**config.mk**
```make
export PLATFORM = sky130hd
export DESIGN_NAME = instr_fetch_flat
export DESIGN_NICKNAME = d
export VERILOG_FILES = /design/src/rtl/picomips_pkg.sv /design/src/rtl/instr_fetch_if.sv /design/src/rtl/fetch_fifo.sv /design/src/rtl/instr_fetch.sv /design/src/flat_wrapper.sv
export SDC_FILE = /design/constraint.sdc
export NUM_CORES = 1
export LEC_CHECK = 0
export CORE_MARGIN = 8
export CORE_UTILIZATION = 30
export CTS_CLUSTER_SIZE = 28
export DETAILED_ROUTE_END_ITERATION = 7
export HOLD_SLACK_MARGIN = 0.06
export PLACE_DENSITY = 0.62
export SETUP_SLACK_MARGIN = 0.5
export SYNTH_ARGS = -nofsm -noshare
export SYNTH_HDL_FRONTEND = slang
export SYNTH_SLANG_ARGS = --single-unit
```
**constraint.sdc**
```tcl
create_clock -name clk -period 1.78 [get_ports clk]
set_input_delay 0.267 -clock clk [delete_from_list [all_inputs] [get_ports clk]]
set_output_delay 0.267 -clock clk [all_outputs]
set_load 0.1 [all_outputs]
```
**src/rtl/picomips_pkg.sv**
```systemverilog
// Shared sizing constants for the picoMIPS fetch path.
package picomips_pkg;

    localparam int unsigned PSIZE       = 6;
    localparam int unsigned ISIZE       = 20;
    localparam int unsigned FETCH_DEPTH = 2;
    localparam int unsigned CNT_W       = $clog2(FETCH_DEPTH + 1);
    localparam int unsigned OCC_W       = CNT_W + 1;

endpackage

```
**src/rtl/instr_fetch_if.sv**
```systemverilog
// Fetch bus: PC request, synchronous ROM port and decoder handshake.
interface instr_fetch_if
    import picomips_pkg::*;
#(
    parameter int unsigned Psize = PSIZE,
    parameter int unsigned Isize = ISIZE
);

    logic             req_valid;
    logic [Psize-1:0] req_addr;
    logic             req_ready;
    logic             flush;
    logic [Psize-1:0] rom_addr;
    logic [Isize-1:0] rom_data;
    logic             instr_valid;
    logic [Isize-1:0] instr;
    logic [Psize-1:0] instr_addr;
    logic             instr_ready;

    // Fetch unit side
    modport master (
        input  req_valid, req_addr, flush, rom_data, instr_ready,
        output req_ready, rom_addr, instr_valid, instr, instr_addr
    );

    // PC / ROM / decoder side
    modport slave (
        output req_valid, req_addr, flush, rom_data, instr_ready,
        input  req_ready, rom_addr, instr_valid, instr, instr_addr
    );

endinterface

```
**src/rtl/fetch_fifo.sv**
```systemverilog
// Two-entry instruction buffer holding fetched word and its address.
module fetch_fifo
    import picomips_pkg::*;
#(
    parameter int unsigned Psize = PSIZE,
    parameter int unsigned Isize = ISIZE
) (
    input  logic             clk,
    input  logic             reset,
    input  logic             push_i,
    input  logic             pop_i,
    input  logic             clear_i,
    input  logic [Isize-1:0] push_data_i,
    input  logic [Psize-1:0] push_addr_i,
    output logic [CNT_W-1:0] count_o,
    output logic [Isize-1:0] head_data_o,
    output logic [Psize-1:0] head_addr_o
);

    logic [Isize-1:0] data_q [FETCH_DEPTH];
    logic [Psize-1:0] addr_q [FETCH_DEPTH];
    logic             wptr_q, wptr_d;
    logic             rptr_q, rptr_d;
    logic [CNT_W-1:0] count_q, count_d;

    // Pointer and occupancy next state; clear wins over push/pop
    always_comb begin
        wptr_d  = wptr_q;
        rptr_d  = rptr_q;
        count_d = count_q;
        if (clear_i) begin
            wptr_d  = 1'b0;
            rptr_d  = 1'b0;
            count_d = '0;
        end else begin
            if (push_i) wptr_d = ~wptr_q;
            if (pop_i)  rptr_d = ~rptr_q;
            case ({push_i, pop_i})
                2'b10:   count_d = count_q + CNT_W'(1);
                2'b01:   count_d = count_q - CNT_W'(1);
                default: count_d = count_q;
            endcase
        end
    end

    // Pointer and occupancy registers
    always_ff @(posedge clk or negedge reset) begin
        if (!reset) begin
            wptr_q  <= 1'b0;
            rptr_q  <= 1'b0;
            count_q <= '0;
        end else begin
            wptr_q  <= wptr_d;
            rptr_q  <= rptr_d;
            count_q <= count_d;
        end
    end

    // Entry storage; cleared on reset so the head reads zero while empty after reset
    always_ff @(posedge clk or negedge reset) begin
        if (!reset) begin
            for (int i = 0; i < int'(FETCH_DEPTH); i++) begin
                data_q[i] <= '0;
                addr_q[i] <= '0;
            end
        end else if (push_i && !clear_i) begin
            data_q[wptr_q] <= push_data_i;
            addr_q[wptr_q] <= push_addr_i;
        end
    end

    assign count_o     = count_q;
    assign head_data_o = data_q[rptr_q];
    assign head_addr_o = addr_q[rptr_q];

    // The request throttle must keep a landing word from ever meeting a full buffer
    a_no_overflow: assert property (@(posedge clk) disable iff (!reset)
        !(push_i && !clear_i && (count_q == CNT_W'(FETCH_DEPTH))));

endmodule

```
**src/rtl/instr_fetch.sv**
```systemverilog
// Instruction fetch: request handshake, one-deep ROM in-flight tracking, 2-entry buffer.
module instr_fetch
    import picomips_pkg::*;
#(
    parameter int unsigned Psize = PSIZE,
    parameter int unsigned Isize = ISIZE
) (
    input  logic          clk,
    input  logic          reset,
    instr_fetch_if.master bus
);

    logic             inflight_q, inflight_d;
    logic [Psize-1:0] inflight_addr_q, inflight_addr_d;
    logic [CNT_W-1:0] count;
    logic [Isize-1:0] head_data;
    logic [Psize-1:0] head_addr;
    logic             handshake_pop;
    logic             pop;
    logic             push;
    logic             accept;
    logic             room;

    // ROM is addressed straight from the PC; its data lands one cycle later
    assign bus.rom_addr = bus.req_addr;

    assign bus.instr_valid = (count != '0);
    assign bus.instr       = head_data;
    assign bus.instr_addr  = head_addr;

    // Occupancy after this cycle (buffered + in flight - popped) must stay below depth
    assign handshake_pop = bus.instr_valid && bus.instr_ready;
    assign room = (OCC_W'(count) + OCC_W'(inflight_q)) <
                  (OCC_W'(FETCH_DEPTH) + OCC_W'(handshake_pop));

    // A flush empties everything, so the branch target is always accepted
    assign bus.req_ready = reset && (bus.flush || room);

    assign accept = bus.req_valid && bus.req_ready;
    assign pop    = handshake_pop && !bus.flush;
    assign push   = inflight_q && !bus.flush;

    // In-flight tracking: set by an accept, otherwise the word lands (or is flushed)
    always_comb begin
        inflight_d      = 1'b0;
        inflight_addr_d = inflight_addr_q;
        if (accept) begin
            inflight_d      = 1'b1;
            inflight_addr_d = bus.req_addr;
        end
    end

    // In-flight registers
    always_ff @(posedge clk or negedge reset) begin
        if (!reset) begin
            inflight_q      <= 1'b0;
            inflight_addr_q <= '0;
        end else begin
            inflight_q      <= inflight_d;
            inflight_addr_q <= inflight_addr_d;
        end
    end

    fetch_fifo #(
        .Psize (Psize),
        .Isize (Isize)
    ) u_fifo (
        .clk         (clk),
        .reset       (reset),
        .push_i      (push),
        .pop_i       (pop),
        .clear_i     (bus.flush),
        .push_data_i (bus.rom_data),
        .push_addr_i (inflight_addr_q),
        .count_o     (count),
        .head_data_o (head_data),
        .head_addr_o (head_addr)
    );

endmodule

```
**src/flat_wrapper.sv**
```systemverilog
// flat-port wrapper written by rule: the top's interface ports become plain ports
module instr_fetch_flat import picomips_pkg::*;
#(
    parameter int unsigned Psize = PSIZE,
    parameter int unsigned Isize = ISIZE
)
  (clk, reset, bus_req_valid, bus_req_addr, bus_flush, bus_rom_data, bus_instr_ready, bus_req_ready, bus_rom_addr, bus_instr_valid, bus_instr, bus_instr_addr);
  instr_fetch_if #(.Psize(Psize), .Isize(Isize)) bus_i ();
  input  logic clk;
  input  logic reset;
  input wire logic [$bits(bus_i.req_valid)-1:0] bus_req_valid;
  input wire logic [$bits(bus_i.req_addr)-1:0] bus_req_addr;
  input wire logic [$bits(bus_i.flush)-1:0] bus_flush;
  input wire logic [$bits(bus_i.rom_data)-1:0] bus_rom_data;
  input wire logic [$bits(bus_i.instr_ready)-1:0] bus_instr_ready;
  output wire logic [$bits(bus_i.req_ready)-1:0] bus_req_ready;
  output wire logic [$bits(bus_i.rom_addr)-1:0] bus_rom_addr;
  output wire logic [$bits(bus_i.instr_valid)-1:0] bus_instr_valid;
  output wire logic [$bits(bus_i.instr)-1:0] bus_instr;
  output wire logic [$bits(bus_i.instr_addr)-1:0] bus_instr_addr;
  assign bus_i.req_valid = bus_req_valid;
  assign bus_i.req_addr = bus_req_addr;
  assign bus_i.flush = bus_flush;
  assign bus_i.rom_data = bus_rom_data;
  assign bus_i.instr_ready = bus_instr_ready;
  assign bus_req_ready = bus_i.req_ready;
  assign bus_rom_addr = bus_i.rom_addr;
  assign bus_instr_valid = bus_i.instr_valid;
  assign bus_instr = bus_i.instr;
  assign bus_instr_addr = bus_i.instr_addr;
  instr_fetch #(.Psize(Psize), .Isize(Isize)) u_core (.clk(clk), .reset(reset), .bus(bus_i));
endmodule
```
==> results.md, run 1 <==
- The commonest cells after synthesis are sky130_fd_sc_hd__dfrtp_1, sky130_fd_sc_hd__mux2_2, sky130_fd_sc_hd__mux2_4, sky130_fd_sc_hd__nand4_1, sky130_fd_sc_hd__o21ai_0.
- The fraction of the mapped netlist area in compound gates was 0.0435.
- The HPWL after detailed placement is 5.23 mm.
- The peak clock frequency supported by timing is 499 MHz.
- Dividing the synthesized area by the synthesized cell count gives roughly 14 sq um.
- Of the total synthesized cell area, the portion taken by XOR and XNOR cells is 0.00559.
- At the placement stage, the worst setup path has a slack of 0.0280 ns.
- Setup slack on the worst reg-to-reg path comes out at approximately 0.25 ns.
- The setup-violating endpoint count in the final report is 1.
- Using the TritonRoute via totals, the vias-per-cell ratio works out to roughly 4.7.
- The flow ran to the end, but the final reports show violations.
- The height of the die is 118 um.
- The sequential element share of the synthesized area is 0.503.
- In the final timing run, aggregate negative setup slack is -0.224 ns.
- In this run the tightest slew margin relative to its limit is 0.697.
- For the pin with the worst max-slew slack, the measured transition is 0.455 ns.
- The clock period minus worst slack is 2.00 ns.
- The min-delay analysis places its worst path in the category input port to asynchronous set/reset pin.
- The H-tree was split into 3 levels.
- The number of antenna violations at the first check in global routing is 0.
- After technology mapping, the gate count stands at 224.
- Of the available clock period, the critical path in the final layout requires 1.13.
- The dominant combinational cell family by area after synthesis is multiplexers.
- The overall die area is 14000 sq um.
- The power after layout is 6.96 mW.
- The routed length per placed instance is 17.0 um.
- The net count of the mapped netlist is 257.
- The number of synthesized flops with an enable pin is 0.
- The final max-slew violation count came to 0.
- Across the run, the number of max-cap violations was 0.
- The die outline width is about 120 um.
- TritonCTS built the clock tree.
- The Yosys warning count is 0.
- The post-synthesis share of cell area spent on full adders, half adders and majority gates is 0.00799.
- Setup slack on the critical path of the routed design comes to -0.224 ns.
- The filler-free cell count of the finished design is 451.
- The area taken by flip-flops and latches is 1580 sq um.
- The placed instances occupy a cell area of 4540 sq um.
- The total grt overflow is 0.
- The total via count in the routed design is approximately 2100.
- The detail route stage leaves a number of antenna-violating nets equal to 0.
- The endpoint identified for the worst register-to-register timing path is u_core.u_fifo.addr_q[11].
- The area of the placeable core is 10200 sq um.
- At the later pin of the worst-skew pair, clock insertion delay measures 0.34 ns.
- Data on the critical path is required at its endpoint by 1.51 ns.
- The routability congestion estimate from global placement is 0.756.
- The filler cells instantiated in the layout total 895.
- In the routed design, unresolved DRC markers number 0.
- For this block, the initial DRC count from the detailed router was 61.
- Compared with the post-synthesis result, the final layout area differs by 60.0%.
- IR analysis of the VDD net gives a maximum drop of between 0.0005 and 0.0006 V.
- The hold violation total from the final report is 0.
- The count of state elements after synthesis is 63.
- Ranked by total cell area, the synthesized netlist is headed by sky130_fd_sc_hd__dfrtp_1, sky130_fd_sc_hd__mux2_2, sky130_fd_sc_hd__mux2_4, sky130_fd_sc_hd__nand4_1, sky130_fd_sc_hd__buf_4.
- The cell area that synthesis handed to floorplanning was 3130 sq um.
- The clock passes through at most 2 buffers.
- Entering global routing, the biggest net connects 37 pins.
- Counting flops with an async set or reset pin after synthesis yields a share of 1.00.
- The most used flip-flop cell after synthesis is sky130_fd_sc_hd__dfrtp_1.
- The cell row count is 37.
- The first global-routing pass estimated approximately 12 mm of wire.
- Yosys instantiated no cell more often than sky130_fd_sc_hd__dfrtp_1.
- The distinct cell type count after synthesis is 36.
- The wire length after detailed routing is 7.67 mm.
- The critical path endpoint category is an output port.
- The clock-pin slew reported for the worst setup and hold paths after clock tree synthesis is 0.07 ns.
- The startpoint of the most critical register-to-register path is u_core.inflight_q.
- Setup repair after global routing could not meet its margin everywhere.
- Of all cell types, the one taking the most synthesized area is sky130_fd_sc_hd__dfrtp_1.
- For this run, the total global-route usage over all layers was measured as 0.110.
- Of the post-synthesis cell area, the dominant cell type holds 0.503.
- The worst setup path is of the flip-flop to output port kind.
- For this configuration, the core starts out at a cell density of 0.306.
- The worst register-to-register path has a depth of 6.
- The first-pass iteration count of the detailed router is 4.
- Of the post-synthesis cell area, the part taken by muxes is 0.304.
- The checks that failed: negative setup slack.
- Data on the critical path arrives at its endpoint at 1.74 ns.
- In this run the count of I/O pins placed on the die edge is 65.
- The number of inserted diodes is 0.
- The analysis attributes to cell leakage a power of 2.30 nW.
- The area taken by multi-input logic gates is 1720 sq um.
- The final standard cell area without fillers is 5010 sq um.
- The post-route clock skew is 0.0101 ns.
- The startpoint type of the worst setup path is a flip-flop.
- The cell at the root of the clock tree is sky130_fd_sc_hd__clkbuf_8.
- The tree built by TritonCTS fans out to 63 sinks.
- The number of global-route vias before repair is approximately 2400.
- The total number of nets in the final design is about 340.
- Of the total synthesized cell area, the portion taken by AND, OR, NAND and NOR gates is 0.0915.
- The share of layout cells above drive strength 1 is 0.552.
- The total power divided by cell area is 1390 nW/um^2.
- Once placement completed, the tool counted placed cells totaling 423.
- The biggest fanout along the worst timing path is 2.
- The port buffer count is 64.
- The number of clock buffers added by TritonCTS is 9.
[per-stage QoR]
| stage | hold slack [ns] | utilization |
|---|---|---|
| 2_1_floorplan | -0.0286 | - |
| 3_3_place_gp | 0.139 | 0.444 |
| 3_5_place_dp | 0.140 | 0.444 |
| 4_1_cts | 0.0730 | 0.479 |
| 5_1_grt | 0.121 | 0.490 |
| 6_report | 0.0782 | 0.490 |
[metal layers]
layer  vias up  global-route usage  routed length [um]
li1        997                   -                   -
met1      1055               0.131                3480
met2        49               0.180                3760
met3        10              0.0338                 323
met4         0              0.0464                 102
met5         -                   0                   0
[worst max-delay path by stage]
stage	from	end
final	u_core.inflight_q	bus_req_ready
after global routing	u_core.inflight_q	bus_req_ready
after CTS	u_core.u_fifo.count_o[0]	bus_req_ready
after detailed placement	bus_flush	bus_req_ready
after global placement	bus_flush	bus_req_ready
after floorplan	u_core.u_fifo.count_o[0]	bus_req_ready
[layout by cell type, fill, tap and decap left out, types with 4 or more instances in the layout]
| cell | instances |
|---|---|
| sky130_fd_sc_hd__or3_1 | 5 |
| sky130_fd_sc_hd__buf_6 | 4 |
| sky130_fd_sc_hd__nand4b_1 | 5 |
| sky130_fd_sc_hd__clkdlybuf4s50_1 | 23 |
| sky130_fd_sc_hd__o211ai_1 | 6 |
| sky130_fd_sc_hd__o21ai_1 | 5 |
| sky130_fd_sc_hd__buf_12 | 40 |
| sky130_fd_sc_hd__dfrtp_1 | 61 |
| sky130_fd_sc_hd__dlygate4sd2_1 | 6 |
| sky130_fd_sc_hd__nand4_1 | 11 |
| sky130_fd_sc_hd__mux2_4 | 78 |
| sky130_fd_sc_hd__clkbuf_8 | 10 |
| sky130_fd_sc_hd__buf_4 | 16 |
[cell type report]
cell class	count	area share
Multi-Input combinational cell	141	0.343
Inverter	1	0.000749
Clock inverter	4	0.00899
Timing Repair Buffer	94	0.269
Clock buffer	12	0.0290
Tap cell	136	0.0339
Sequential cell	63	0.315
[logic make-up after synthesis]
group,count (synthesis)
compound gates,21
mux,78
xor+xnor,2
flops,63
fa+ha+maj,2
buf+inv,20
simple gates,38
[state kept, by name (all words and copies together) (netlist names)]
name                    flops
u_core.u_fifo.wptr_q        1
u_core.u_fifo.addr_q       12
u_core.inflight_addr_q      6
u_core.u_fifo.data_q       40
u_core.inflight_q           1
u_core.u_fifo.rptr_q        1
u_core.u_fifo.count_o       2
[worst max-delay path, stage by stage (launching register included)]
cell and delay, ns:
sky130_fd_sc_hd__dfrtp_1 0.41, sky130_fd_sc_hd__ha_4 0.18, sky130_fd_sc_hd__ha_4 0.26, sky130_fd_sc_hd__nor2b_4 0.15, sky130_fd_sc_hd__o21ai_2 0.06, sky130_fd_sc_hd__and3b_4 0.18
sky130_fd_sc_hd__buf_12 0.16
[report_power, final]
group	switching, mW	internal, mW
combinational	2.00	1.67
sequential	0.257	1.84
clock	0.515	0.678
[timing repair]
action,CTS,global route
hold buffers,1,0
pin swaps,4,10
resized for setup,35,12
setup endpoints to repair,88,88
hold endpoints to repair,4,0
setup buffers,4,4
gates cloned,1,2
(Power assumes the default switching activity.)
==> inputs of run 2 (changes only) <==
--- a/config.mk
+++ b/config.mk
@@ -5,6 +5,7 @@
 export SDC_FILE = /design/constraint.sdc
 export NUM_CORES = 1
 export LEC_CHECK = 0
+export CAP_MARGIN = 20
 export CORE_MARGIN = 8
 export CORE_UTILIZATION = 30
 export CTS_CLUSTER_SIZE = 28
==> results of run 2 <==
Final layout, timing and power as in run 1 (identical DEF).
